**src/rtl/branch_pkg.sv**
```systemverilog
`default_nettype none
// ============================================================================
//  Module   : branch_pkg
//  Purpose  : Shared types and constants for the branch resolution logic.
//             Provides the legal conditional-branch funct3 encodings, the
//             fall-through PC increment and the supported IALIGN values.
//  Ports    : (package - none)
//  Revision : 1.0 - initial release
// ============================================================================
package branch_pkg;

    typedef enum logic [2:0] {
        F3_BEQ  = 3'b000,
        F3_BNE  = 3'b001,
        F3_BLT  = 3'b100,
        F3_BGE  = 3'b101,
        F3_BLTU = 3'b110,
        F3_BGEU = 3'b111
    } branch_funct3_e;

    // Fall-through advance for a 32-bit branch instruction.
    localparam int FALLTHROUGH_INC = 4;

    // Supported instruction alignments, in bits.
    localparam int IALIGN_32 = 32;
    localparam int IALIGN_16 = 16;

endpackage : branch_pkg
`default_nettype wire

```
**src/rtl/branch_cond_eval.sv**
```systemverilog
`default_nettype none
// ============================================================================
//  Module   : branch_cond_eval
//  Purpose  : Purely combinational evaluation of a conditional branch.
//             funct3[2] = 0 selects the equality compare, 1 the less-than
//             compare; funct3[1] picks unsigned less-than; funct3[0] inverts
//             the base result. Codes 010/011 are reported illegal and never
//             taken.
//  Ports    : rs1_i, rs2_i  - operands (XLEN)
//             funct3_i      - branch type (3)
//             taken_o       - branch condition true (legal codes only)
//             illegal_o     - funct3 is 010 or 011
//  Revision : 1.0 - initial release
// ============================================================================
module branch_cond_eval
    import branch_pkg::*;
#(
    parameter int XLEN = 32
) (
    input  logic [XLEN-1:0] rs1_i,
    input  logic [XLEN-1:0] rs2_i,
    input  logic [2:0]      funct3_i,
    output logic            taken_o,
    output logic            illegal_o
);

    logic w_eq;
    logic w_lt_s;
    logic w_lt_u;
    logic w_base;

    always_comb begin
        w_eq      = (rs1_i == rs2_i);
        w_lt_s    = ($signed(rs1_i) < $signed(rs2_i));
        w_lt_u    = (rs1_i < rs2_i);
        illegal_o = (funct3_i[2:1] == 2'b01);
        if (funct3_i[2]) begin
            w_base = funct3_i[1] ? w_lt_u : w_lt_s;
        end else begin
            w_base = w_eq;
        end
        taken_o = !illegal_o && (w_base ^ funct3_i[0]);
    end

endmodule : branch_cond_eval
`default_nettype wire

```
**src/rtl/branch_resolve_unit.sv**
```systemverilog
`default_nettype none
// ============================================================================
//  Module   : branch_resolve_unit
//  Purpose  : Resolves a decoded conditional branch over a valid/ready
//             handshake with a single registered output stage (latency 1,
//             full throughput). Computes taken, next PC, misalignment and
//             illegal-funct3 flags, and keeps saturating retire counters.
//  Ports    : clk, rst                 - clock, sync active-high reset
//             in_valid/in_ready        - request handshake
//             in_rs1, in_rs2, in_funct3, in_pc, in_imm - request payload
//             out_valid/out_ready      - result handshake
//             out_taken, out_next_pc, out_misaligned, out_illegal - result
//             cnt_clear                - synchronous counter clear
//             cnt_branches, cnt_taken  - legal / taken branches retired
//  Revision : 1.0 - initial release
// ============================================================================
module branch_resolve_unit
    import branch_pkg::*;
#(
    parameter int XLEN   = 32,
    parameter int CNT_W  = 32,
    parameter int IALIGN = 32
) (
    input  logic             clk,
    input  logic             rst,
    input  logic             in_valid,
    output logic             in_ready,
    input  logic [XLEN-1:0]  in_rs1,
    input  logic [XLEN-1:0]  in_rs2,
    input  logic [2:0]       in_funct3,
    input  logic [XLEN-1:0]  in_pc,
    input  logic [XLEN-1:0]  in_imm,
    output logic             out_valid,
    input  logic             out_ready,
    output logic             out_taken,
    output logic [XLEN-1:0]  out_next_pc,
    output logic             out_misaligned,
    output logic             out_illegal,
    input  logic             cnt_clear,
    output logic [CNT_W-1:0] cnt_branches,
    output logic [CNT_W-1:0] cnt_taken
);

    logic w_taken;
    logic w_illegal;

    branch_cond_eval #(
        .XLEN (XLEN)
    ) u_cond (
        .rs1_i     (in_rs1),
        .rs2_i     (in_rs2),
        .funct3_i  (in_funct3),
        .taken_o   (w_taken),
        .illegal_o (w_illegal)
    );

    logic            valid_q;
    logic            taken_q;
    logic            misaligned_q;
    logic            illegal_q;
    logic [XLEN-1:0] next_pc_q;
    logic [CNT_W-1:0] cnt_br_q;
    logic [CNT_W-1:0] cnt_tk_q;

    logic            w_in_fire;
    logic            w_out_fire;
    logic [XLEN-1:0] w_target;
    logic [XLEN-1:0] w_fallthru;
    logic [XLEN-1:0] next_pc_d;
    logic            misaligned_d;

    always_comb begin
        in_ready   = !valid_q || out_ready;
        w_in_fire  = in_valid && in_ready;
        w_out_fire = valid_q && out_ready;
        // Both sums wrap at XLEN; no overflow is reported.
        w_target   = in_pc + in_imm;
        w_fallthru = in_pc + XLEN'(FALLTHROUGH_INC);
        next_pc_d  = w_taken ? w_target : w_fallthru;
        if (IALIGN == IALIGN_32) begin
            misaligned_d = w_taken && (w_target[1:0] != 2'b00);
        end else begin
            misaligned_d = w_taken && w_target[0];
        end
    end

    // Result stage. Flags are dropped when the result drains so they are
    // never seen asserted without out_valid; next_pc simply holds.
    always_ff @(posedge clk) begin
        if (rst) begin
            valid_q      <= 1'b0;
            taken_q      <= 1'b0;
            misaligned_q <= 1'b0;
            illegal_q    <= 1'b0;
            next_pc_q    <= '0;
        end else if (w_in_fire) begin
            valid_q      <= 1'b1;
            taken_q      <= w_taken;
            misaligned_q <= misaligned_d;
            illegal_q    <= w_illegal;
            next_pc_q    <= next_pc_d;
        end else if (w_out_fire) begin
            valid_q      <= 1'b0;
            taken_q      <= 1'b0;
            misaligned_q <= 1'b0;
            illegal_q    <= 1'b0;
        end
    end

    // Retire counters: count on output fire, saturate at all-ones,
    // clear wins over a same-cycle increment.
    always_ff @(posedge clk) begin
        if (rst || cnt_clear) begin
            cnt_br_q <= '0;
            cnt_tk_q <= '0;
        end else if (w_out_fire) begin
            if (!illegal_q && (cnt_br_q != '1)) begin
                cnt_br_q <= cnt_br_q + CNT_W'(1);
            end
            if (taken_q && (cnt_tk_q != '1)) begin
                cnt_tk_q <= cnt_tk_q + CNT_W'(1);
            end
        end
    end

    assign out_valid      = valid_q;
    assign out_taken      = taken_q;
    assign out_next_pc    = next_pc_q;
    assign out_misaligned = misaligned_q;
    assign out_illegal    = illegal_q;
    assign cnt_branches   = cnt_br_q;
    assign cnt_taken      = cnt_tk_q;

endmodule : branch_resolve_unit
`default_nettype wire
```
**config.mk**
```make
export PLATFORM = sky130hd
export DESIGN_NAME = branch_resolve_unit
export DESIGN_NICKNAME = d
export VERILOG_FILES = /design/src/rtl/branch_pkg.sv /design/src/rtl/branch_cond_eval.sv /design/src/rtl/branch_resolve_unit.sv
export SDC_FILE = /design/constraint.sdc
export NUM_CORES = 1
export LEC_CHECK = 0
export CAP_MARGIN = 20
export CORE_MARGIN = 4
export CORE_UTILIZATION = 30
export DETAILED_ROUTE_END_ITERATION = 16
export PLACE_DENSITY_LB_ADDON = 0.2
export SYNTH_ARGS = -nofsm -noshare
export SYNTH_HDL_FRONTEND = slang
export SYNTH_HIERARCHICAL = 1
export SYNTH_SLANG_ARGS = --single-unit
```
**constraint.sdc**
```tcl
create_clock -name clk -period 3.4 [get_ports clk]
set_clock_uncertainty 0.15 [all_clocks]
set_input_delay 0.34 -clock clk [delete_from_list [all_inputs] [get_ports clk]]
set_output_delay 0.34 -clock clk [all_outputs]
set_load 0.005 [all_outputs]
```
==> impl_metrics.tcl <==
set metrics [dict create \
    status "completed" \
    cp-end-kind "flop" \
    yosys_register_bits 100 \
    synthToLayoutAreaGrowth_pct 52.2 \
    routed_via_density 4.80 \
    hold_depth 2 \
    synth.yosys.seq_area_share_pct 27.8 \
    wire_per_inst_um 15.1 \
    holdPathEnd "out_next_pc[24]" \
    rr_endpoint "cnt_taken[31]" \
    initial_core_util_pct 30.5 \
    clockBufferDepth 2 \
    cellPowerDensity_mw_per_mm2 303 \
    reg2reg_slack_ps 440 \
    holdBufCountCts 0 \
    r2r_cells 11 \
    dp_hpwl_um 19200 \
    worst_pin_slew_ps 680 \
    slew_headroom_pct 54.7 \
    vias 7491 \
    synth_cell_types 67 \
    fin_ws_ps 53.5 \
    io_pins 237 \
    drt_iter0_markers 340 \
    die_y_um 163 \
    clock_sinks 100 \
    syn_inst 925 \
    first_pass_iters 5 \
    cts.htree.levels 3 \
    setup_viol_count_final 0 \
    rsz0062_at_grt "true" \
    ys.flop_type "dfxtp_1" \
    die_width_um 163 \
    final_cells 1561 \
    drive_gt1_share_pct 12.0 \
    hp-class "flop to flop" \
    placed_cells 1543 \
    critPathKind "primary input to flop" \
    power_mw 3.32 \
    first_global_vias 7345 \
    gp_congestion 0.845 \
    syn_area_per_cell_sq_um 7.77 \
    p_leak_nw 4.39 \
    clk_latency_ps 350 \
    cp_max_fo 8 \
    antenna_found_initial 0 \
    preCtsSetupSlack_ps -322 \
    synth_edf_count 0 \
    overflow 0 \
    whs_ps 311 \
    num-nets-final 1440 \
    grt_max_degree 39 \
    drcViolationCount 0 \
    worstHoldStart "out_next_pc[24]" \
    cp.required_ps 3550 \
    irDropWorstVdd_mv 0.192 \
    syn_nets 1128 \
    postRouteAntennaNets 0 \
    grt_usage_pct 17.5 \
    critPathArrivalTime_ps 3490 \
    die-area_sq_mm 0.0265 \
    critPathLaunchType "primary input" \
    clk_pin_slew_worst_paths_ps 80 \
    syn_area_sq_mm 0.00719 \
    root_buffer "clkbuf_16" \
    fin_crit_sh_pct 98.4 \
    drv_slew 0 \
    num-fill-cells 2370 \
    drv_cap 0 \
    wirelength_um 23600 \
    fin_crit_ps 3350 \
    grt_pass1_wl_um 37500 \
    r2r_start "cnt_taken[3]" \
    cts_tree "done" \
    fmax_mhz 299 \
    async_flop_share_pct 0 \
    final_hold_viol_count 0 \
    portBuffers 236 \
    core-area_sq_mm 0.0235 \
    rows 56 \
    n_antenna_cell 0 \
    numCtsBuffers 9 \
    yosysWarningCount 6 \
]
[where the power goes]
group          leakage, nW  internal (mW)  switching (mW)
clock network        0.149          0.525           0.545
registers            0.812           1.21          0.0254
logic                 3.42          0.551           0.462
[synthesized netlist by cell type (3+ instances only)]
cell type / instances / area [sq um]
nand2_1: 83 / 312
o211ai_1: 6 / 45.0
nor2_1: 125 / 469
xor2_1: 57 / 499
and3_1: 19 / 119
a211oi_1: 17 / 128
o21bai_1: 3 / 22.5
and4_1: 12 / 105
o21ai_0: 35 / 175
nor3_1: 8 / 40.0
inv_1: 50 / 188
a21oi_1: 83 / 415
ha_1: 66 / 826
a21o_1: 12 / 90.1
nor3b_1: 3 / 22.5
nor2b_1: 8 / 50.1
and2_1: 7 / 43.8
a22oi_1: 5 / 37.5
or2_2: 4 / 25.0
a31oi_1: 3 / 18.8
nand4_1: 20 / 125
dfxtp_1: 100 / 2000
mux2i_1: 5 / 50.1
a211o_1: 3 / 26.3
o21a_1: 4 / 30.0
o21ai_1: 4 / 20.0
nand3_1: 45 / 225
xnor2_1: 45 / 394
nor4_1: 6 / 37.5
nand2b_1: 4 / 25.0
clkbuf_1: 25 / 93.8
or3_1: 12 / 75.1
[routing by layer]
| layer | part of all wire, % | track usage [%] | vias up |
|---|---|---|---|
| li1 | - | - | 3899 |
| met1 | 46 | 22.6 | 3411 |
| met2 | 48 | 30.2 | 161 |
| met3 | 5.0 | 3.62 | 20 |
| met4 | 1.3 | 3.58 | 0 |
| met5 | 0 | 0 | - |
[cells in the final DEF, fill, tap and decap left out, types with 9 or more instances in the layout]
| cell type | Yosys | final |
|---|---|---|
| xor2_1 | 57 | 57 |
| clkbuf_16 | 0 | 9 |
| dfxtp_1 | 100 | 100 |
| buf_4 | 0 | 90 |
| clkdlybuf4s50_1 | 0 | 235 |
| ha_1 | 66 | 65 |
| inv_1 | 50 | 50 |
| a21oi_1 | 83 | 79 |
| o21ai_0 | 35 | 33 |
| nor2_1 | 125 | 124 |
| nand3_1 | 45 | 45 |
| or3_1 | 12 | 12 |
| and4_1 | 12 | 12 |
| nand4_1 | 20 | 20 |
| xnor2_1 | 45 | 45 |
| nand2_1 | 83 | 82 |
| a21o_1 | 12 | 12 |
| and3_1 | 19 | 19 |
| a211oi_1 | 17 | 16 |
[stage by stage]
stage / TNS (ps) / cell area, sq um / util, %
final: 0 / 10900 / 46.5
after floorplan: 0 / 7190 / -
after global placement: -5520 / 10500 / 44.8
after global routing: -435 / 10900 / 46.5
after CTS: 0 / 10800 / 46.1
after detailed placement: -6150 / 10500 / 44.8
[sequential cells by signal (all words and copies together), names as in the netlist]
signal	flops
out_taken	1
out_illegal	1
out_misaligned	1
cnt_branches	32
out_next_pc	32
cnt_taken	32
out_valid	1
[logic make-up (layout without fill, tap and decap cells)]
logic type      after synthesis  after routing  synth area share, %
xor+xnor                    102            102                 12.4
fa+ha+maj                    67             67                 11.8
simple gates                371            371                 25.4
flops                       100            100                 27.8
mux                           5              5                0.696
compound gates              201            201                 17.5
buf+inv                      79            396                 4.33
[worst max-delay path: stages]
cell             delay, ps
clkdlybuf4s50_1        460
inv_1                   40
ha_1                   290
a21oi_1                150
nand2_1                 80
a221oi_2               350
o2111ai_2              190
or3_1                  370
a32o_2                 350
nand2_2                120
o32ai_2                 80
a21oi_2                130
o311ai_2               120
nor4_1                 280
a211o_1                140
[timing repair]
item | 4_1_cts | 5_1_grt
setup endpoints to repair | 0 | 34
buffers inserted | 0 | 2
resized for setup | 0 | 20
[area by class of cell]
| class | count | area, sq um | area share (%) |
|---|---|---|---|
| inverters | 50 | 188 | 1.72 |
| well taps | 319 | 399 | 3.65 |
| clock buffers | 9 | 225 | 2.06 |
| multi-input cells | 746 | 4960 | 45.3 |
| clock inverters | 7 | 76.3 | 0.698 |
| repair buffers | 330 | 3100 | 28.3 |
| flip-flops and latches | 100 | 2000 | 18.3 |
[how the worst max path moves through the flow]
stage,startpoint,endpoint,slack [ps],depth (start not counted)
2_1_floorplan,in_pc[9],out_next_pc[31],350,11
3_3_place_gp,in_rs2[11],out_next_pc[31],-260,14
3_5_place_dp,in_rs2[11],out_next_pc[31],-320,14
4_1_cts,in_rs2[11],out_next_pc[31],60,14
5_1_grt,in_rs2[11],out_next_pc[31],-120,16
6_report,in_rs2[14],out_next_pc[31],50,15
Power figures use the tool's default switching activity.
